### config.mk
export PLATFORM = sky130hd
export DESIGN_NAME = cond_exec_unit
export DESIGN_NICKNAME = d
export VERILOG_FILES = /design/src/rtl/cond_exec_unit_pkg.sv /design/src/rtl/cond_exec_unit_flopenrc_e.sv /design/src/rtl/cond_exec_unit.sv
export SDC_FILE = /design/constraint.sdc
export NUM_CORES = 1
export LEC_CHECK = 0
export ABC_AREA = 1
export CORE_MARGIN = 10
export CORE_UTILIZATION = 42
export CTS_BUF_LIST = sky130_fd_sc_hd__clkbuf_4
export DETAILED_ROUTE_END_ITERATION = 6
export DONT_BUFFER_PORTS = 1
export GPL_TIMING_DRIVEN = 0
export PLACE_DENSITY = 0.64
export SYNTH_ARGS = -nofsm -noshare
export SYNTH_HDL_FRONTEND = slang
export SYNTH_SLANG_ARGS = --single-unit
### constraint.sdc
create_clock -name clk -period 1.5 [get_ports clk]
set_input_delay 0.3 -clock clk [delete_from_list [all_inputs] [get_ports clk]]
set_output_delay 0.3 -clock clk [all_outputs]
set_load 0.01 [all_outputs]
### src/rtl/cond_exec_unit_pkg.sv
// ---------------------------------------------------------------------------
// cond_exec_unit_pkg
// Shared CPU definitions used by the E-stage conditional execution logic:
//   - NZCV bit indices inside a 4-bit flag vector ordered {N,Z,C,V}
//   - ARM-style condition codes (COND_AL = 4'hE is the "always" bubble cond)
//   - FlagWrite field width and its per-group enable bit positions
//   - packed E-stage control payload and the flag merge helper
// ---------------------------------------------------------------------------
package cond_exec_unit_pkg;

  localparam int unsigned FLAGS_W     = 4;
  localparam int unsigned COND_W      = 4;
  localparam int unsigned FLAGWRITE_W = 2;

  // NZCV bit positions
  localparam int unsigned N_IDX = 3;
  localparam int unsigned Z_IDX = 2;
  localparam int unsigned C_IDX = 1;
  localparam int unsigned V_IDX = 0;

  // FlagWrite enable bits: bit1 covers NZ, bit0 covers CV
  localparam int unsigned FW_NZ_BIT = 1;
  localparam int unsigned FW_CV_BIT = 0;

  // Condition codes
  localparam logic [COND_W-1:0] COND_EQ = 4'h0;
  localparam logic [COND_W-1:0] COND_NE = 4'h1;
  localparam logic [COND_W-1:0] COND_CS = 4'h2;
  localparam logic [COND_W-1:0] COND_CC = 4'h3;
  localparam logic [COND_W-1:0] COND_MI = 4'h4;
  localparam logic [COND_W-1:0] COND_PL = 4'h5;
  localparam logic [COND_W-1:0] COND_VS = 4'h6;
  localparam logic [COND_W-1:0] COND_VC = 4'h7;
  localparam logic [COND_W-1:0] COND_HI = 4'h8;
  localparam logic [COND_W-1:0] COND_LS = 4'h9;
  localparam logic [COND_W-1:0] COND_GE = 4'hA;
  localparam logic [COND_W-1:0] COND_LT = 4'hB;
  localparam logic [COND_W-1:0] COND_GT = 4'hC;
  localparam logic [COND_W-1:0] COND_LE = 4'hD;
  localparam logic [COND_W-1:0] COND_AL = 4'hE;

  // E-stage control payload (one register group)
  typedef struct packed {
    logic reg_write;
    logic mem_write;
    logic branch;
    logic pc_src;
  } e_ctrl_t;

  localparam int unsigned CTRL_W = $bits(e_ctrl_t);

  localparam e_ctrl_t                CTRL_BUBBLE = '0;
  localparam logic [FLAGWRITE_W-1:0] FW_BUBBLE   = '0;

  // Merge new ALU flags into the current flags, one group per enable bit
  function automatic logic [FLAGS_W-1:0] merge_flags(
    input logic [FLAGS_W-1:0] cur,
    input logic [FLAGS_W-1:0] alu,
    input logic               nz_we,
    input logic               cv_we
  );
    logic [FLAGS_W-1:0] res;
    res = cur;
    if (nz_we) begin
      res[N_IDX] = alu[N_IDX];
      res[Z_IDX] = alu[Z_IDX];
    end
    if (cv_we) begin
      res[C_IDX] = alu[C_IDX];
      res[V_IDX] = alu[V_IDX];
    end
    return res;
  endfunction

endpackage

### src/rtl/cond_exec_unit_flopenrc_e.sv
// ---------------------------------------------------------------------------
// flopenrc_e
// One E-stage pipeline register group: asynchronous reset and synchronous
// clear both load BUBBLE; clear has priority over a held (disabled) enable.
// Ports:
//   clk    - clock, rising edge
//   reset  - asynchronous active-high reset, loads BUBBLE
//   en     - capture enable (deasserted while the stage is stalled)
//   clr    - synchronous clear, loads BUBBLE regardless of en
//   d / q  - WIDTH-bit data in / registered data out
// ---------------------------------------------------------------------------
module flopenrc_e #(
  parameter int unsigned       WIDTH  = 1,
  parameter logic [WIDTH-1:0]  BUBBLE = '0
) (
  input  logic             clk,
  input  logic             reset,
  input  logic             en,
  input  logic             clr,
  input  logic [WIDTH-1:0] d,
  output logic [WIDTH-1:0] q
);

  logic [WIDTH-1:0] r_q;

  // Clear beats enable so a flush wins over a stall
  always_ff @(posedge clk or posedge reset) begin
    if (reset) begin
      r_q <= BUBBLE;
    end else if (clr) begin
      r_q <= BUBBLE;
    end else if (en) begin
      r_q <= d;
    end
  end

  assign q = r_q;

endmodule

### src/rtl/cond_exec_unit.sv
// ---------------------------------------------------------------------------
// cond_exec_unit
// E-stage conditional execution: captures D-stage controls into E, gates
// them with the external condition-check result, and owns the architectural
// NZCV flag register.
// Optional feature macro: STICKY_Q_EN adds a sticky overflow output StickyQ.
// Ports:
//   clk, reset            - clock / asynchronous active-high reset
//   StallE, FlushE        - E-stage hold / bubble insert (flush wins)
//   CondD, FlagWriteD     - D-stage condition field and flag write enables
//   RegWriteD, MemWriteD,
//   BranchD, PCSrcD       - D-stage controls
//   ALUFlags              - E-stage ALU result flags {N,Z,C,V}
//   CondEx                - condition-met result from the external checker
//   CondE, FlagsE         - registered condition and current flags to checker
//   RegWriteGE, MemWriteGE,
//   PCSrcGE, BranchTakenE - E-stage controls gated by CondEx (combinational)
//   StickyQ               - sticky V flag (only with STICKY_Q_EN)
// ---------------------------------------------------------------------------
module cond_exec_unit
  import cond_exec_unit_pkg::*;
#(
  parameter logic [3:0] FLAGS_RST = 4'b0000
) (
  input  logic       clk,
  input  logic       reset,
  input  logic       StallE,
  input  logic       FlushE,
  input  logic [3:0] CondD,
  input  logic [1:0] FlagWriteD,
  input  logic       RegWriteD,
  input  logic       MemWriteD,
  input  logic       BranchD,
  input  logic       PCSrcD,
  input  logic [3:0] ALUFlags,
  input  logic       CondEx,
  output logic [3:0] CondE,
  output logic [3:0] FlagsE,
  output logic       RegWriteGE,
  output logic       MemWriteGE,
  output logic       PCSrcGE,
  output logic       BranchTakenE
`ifdef STICKY_Q_EN
  ,
  output logic       StickyQ
`endif
);

  logic                   w_en;
  e_ctrl_t                w_ctrl_d;
  e_ctrl_t                w_ctrl_e;
  logic [FLAGWRITE_W-1:0] w_fw_e;
  logic [COND_W-1:0]      w_cond_e;
  logic                   w_nz_we;
  logic                   w_cv_we;
  logic [FLAGS_W-1:0]     r_flags;

  assign w_en = ~StallE;

  assign w_ctrl_d = '{
    reg_write: RegWriteD,
    mem_write: MemWriteD,
    branch:    BranchD,
    pc_src:    PCSrcD
  };

  // Condition group: bubble carries AL so the checker always reports met
  flopenrc_e #(
    .WIDTH  (COND_W),
    .BUBBLE (COND_AL)
  ) u_cond_reg (
    .clk   (clk),
    .reset (reset),
    .en    (w_en),
    .clr   (FlushE),
    .d     (CondD),
    .q     (w_cond_e)
  );

  // Flag-write group
  flopenrc_e #(
    .WIDTH  (FLAGWRITE_W),
    .BUBBLE (FW_BUBBLE)
  ) u_fw_reg (
    .clk   (clk),
    .reset (reset),
    .en    (w_en),
    .clr   (FlushE),
    .d     (FlagWriteD),
    .q     (w_fw_e)
  );

  // Control group
  flopenrc_e #(
    .WIDTH  (CTRL_W),
    .BUBBLE (CTRL_BUBBLE)
  ) u_ctrl_reg (
    .clk   (clk),
    .reset (reset),
    .en    (w_en),
    .clr   (FlushE),
    .d     (w_ctrl_d),
    .q     (w_ctrl_e)
  );

  // Flag commit qualifiers; FlushE deliberately absent so a flush does not
  // cancel the write of the instruction already in E
  assign w_nz_we = w_fw_e[FW_NZ_BIT] & CondEx & ~StallE;
  assign w_cv_we = w_fw_e[FW_CV_BIT] & CondEx & ~StallE;

  // Architectural NZCV register; new flags are seen one cycle later
  always_ff @(posedge clk or posedge reset) begin
    if (reset) begin
      r_flags <= FLAGS_RST;
    end else begin
      r_flags <= merge_flags(r_flags, ALUFlags, w_nz_we, w_cv_we);
    end
  end

`ifdef STICKY_Q_EN
  logic r_sticky_q;

  // Set on any committed CV write with V=1; only reset clears it
  always_ff @(posedge clk or posedge reset) begin
    if (reset) begin
      r_sticky_q <= 1'b0;
    end else if (w_cv_we & ALUFlags[V_IDX]) begin
      r_sticky_q <= 1'b1;
    end
  end

  assign StickyQ = r_sticky_q;
`endif

  assign CondE  = w_cond_e;
  assign FlagsE = r_flags;

  // Reset forces the E controls to bubble, so these read 0 during reset
  assign RegWriteGE   = w_ctrl_e.reg_write & CondEx;
  assign MemWriteGE   = w_ctrl_e.mem_write & CondEx;
  assign PCSrcGE      = w_ctrl_e.pc_src    & CondEx;
  assign BranchTakenE = w_ctrl_e.branch    & CondEx;

endmodule

==> reports/metrics.yaml <==
worst_setup_path:
  critPathLaunchType: "flop"
  critPathMaxFanout: 2
  crit_type: "reg2out"
  rr_worst_depth: 2
  timing.rr.end: "u_cond_reg.q[3]"
  worstSetupEndpointType: "primary output"
  r2r_slack_ps: 720
  cp.depth: 0
  crit_path_end: "CondE[3]"
  cp_data_arrival_time_ps: 840
  r2r_start: "u_cond_reg.q[3]"
  required_ps: 1200
  startpoint: "u_cond_reg.q[3]"
floorplanning:
  dieArea_mm2: 0.00342
  die_x_um: 58.5
  ioPinCount: 31
  start_util_pct: 46.1
  die_h_um: 58.5
  rows: 13
  coreArea_mm2: 0.00135
synthesis:
  syn_avg_cell_area_um2: 8.64
  yosysUniqueCellTypes: 12
  ys_ff_latch: 14
  ys_seq_area_share_pct: 56.9
  netlist_instances: 72
  yosysWarnings: 0
  synthesis.nets: 91
  synthesis.area_um2: 622
timing:
  final.min_clock_period_ps: 1140
  clock_skew_ps: 8.04
  final.setup.tns_ps: 0
  clock.fmax_mhz: 876
  setup_viol: 0
  finalCritPeriodShare_pct: 76.1
  finalHoldViolCount: 0
  worst_pin_slew_ps: 515
  drv_slew: 0
  rsz0062_at_grt: "false"
  relSlewSlack_pct: 65.6
global_routing:
  grt_max_degree: 15
  grtUsageMet3_pct: 3.86
  grt_pass1_vias: 535
  track_usage_pct: 8.73
  grt-busiest-layer: "met2"
  grt_pass1_wl_um: 2400
  met1_usage_pct: 9.93
  overflow: 0
  antenna_found_initial: 0
  met2_usage_pct: 13.7
clock_network:
  cts_tree: "built"
  numClockSinks: 14
  insertion_delay_ps: 280
  clkTransAtPathRegs_ps: 70
  numCtsBuffers: 3
  h-tree-depth: 1
  cts_root_buf: "clkbuf_4"
  clockBufferDepth: 2
detailed_routing:
  wirelength_um: 1500
  viasPerCell: 5.26
  drtAntennaViolNets: 0
  drc: 0
  first_pass_iters: 4
  num_vias: 484
  wl_per_cell_um: 16.3
  first_iter_violations: 6
job:
  max_cap_violations: 0
placed_design:
  hpwl_um: 1140
  place_inst: 87
  place_congestion: 0.666
  portBuffers: 0
layout:
  diodes: 0
  layout_common_cells: "nand2_1, dfrtp_1, nand3_1"
  area_delta_synth_final_pct: 9.46
  layout_commonest_cell: "nand2_1"
  drive_above_1_share_pct: 18.2
  final_cells: 92
  nNetsFinal: 97
  nFillCells: 132
pwr:
  ir_worst_vdd_v: 0.000676
  power_density_mw_per_mm2: 1150
  leakage_nw: 0.375
hold_path:
  hold_class: "in2reg"
run_status:
  outcome: "finished, final reports clean"
==> kinds of logic after synthesis <==
| family | after synthesis | synth area share, % |
|---|---|---|
| AO/OA/AOI/OAI | 3 | 2.41 |
| buffers and inverters | 9 | 6.84 |
| flip-flops | 14 | 56.9 |
| AND/OR/NAND/NOR | 46 | 33.8 |
==> power breakdown <==
group          internal, mW  switching [mW]  total, mW  leakage, nW
Combinational        0.0275          0.0504     0.0780        0.181
Clock                 0.121           0.117      0.238       0.0184
Sequential            0.423          0.0440      0.467        0.175
Total                 0.572           0.211      0.783        0.375
==> cell type report <==
class	instances	area (um^2)	area share, %
flip-flops and latches	14	354	52.0
plain buffers	2	16.3	2.39
inverters	7	26.3	3.86
clock buffers	4	30.0	4.41
multi-input cells	49	225	33.1
repair buffers	1	10.0	1.47
well taps	15	18.8	2.76
==> Yosys cell counts <==
| cell | instances | area [um^2] |
|---|---|---|
| nand2_1 | 29 | 109 |
| nand3_1 | 10 | 50.1 |
| buf_6 | 1 | 11.3 |
| nand4_1 | 4 | 25.0 |
| a21oi_1 | 3 | 15.0 |
| nor2_2 | 1 | 6.26 |
| inv_1 | 5 | 18.8 |
| nand3_2 | 2 | 20.0 |
| inv_2 | 2 | 7.51 |
| dfrtp_1 | 11 | 275 |
| buf_2 | 1 | 5.00 |
| dfstp_2 | 3 | 78.8 |
==> registers in the layout (all words and copies together), names as in the netlist <==
name and cells:
FlagsE 4, u_cond_reg.q 4, u_ctrl_reg.q 4, u_fw_reg.q 2
==> worst min-delay path by stage <==
stage	endpoint	slack, ps	cells after the start	from
floorplan	FlagsE[0]	190	1	reset
CTS	u_cond_reg.q[2]	120	2	FlushE
global placement	FlagsE[1]	260	1	reset
finish	u_cond_reg.q[2]	120	2	FlushE
detailed placement	FlagsE[2]	260	1	reset
global route	u_ctrl_reg.q[3]	120	2	RegWriteD
==> metal layers <==
layer	share of wire, %	wire [um]
met1	43	643
met2	48	715
met3	7.6	114
met4	2.1	31
met5	0	0
==> metrics by stage <==
| step | hold WS (ps) | cell area, um^2 | power [mW] | util (%) | worst slack (ps) |
|---|---|---|---|---|---|
| floorplan | 187 | 622 | 0.531 | - | 584 |
| global placement | 258 | 641 | 0.552 | 47.5 | 526 |
| detailed placement | 265 | 641 | 0.555 | 47.5 | 523 |
| CTS | 117 | 681 | 0.799 | 50.4 | 348 |
| global route | 123 | 681 | 0.833 | 50.4 | 327 |
| finish | 123 | 681 | 0.783 | 50.4 | 358 |
==> timing repair <==
| action | 4_1_cts | 5_1_grt |
|---|---|---|
| hold endpoints to repair | 11 | 0 |
| buffers inserted | 0 | 0 |
| hold buffers | 1 | 0 |
| gates resized for setup | 0 | 0 |
Power figures use the tool's default switching activity.
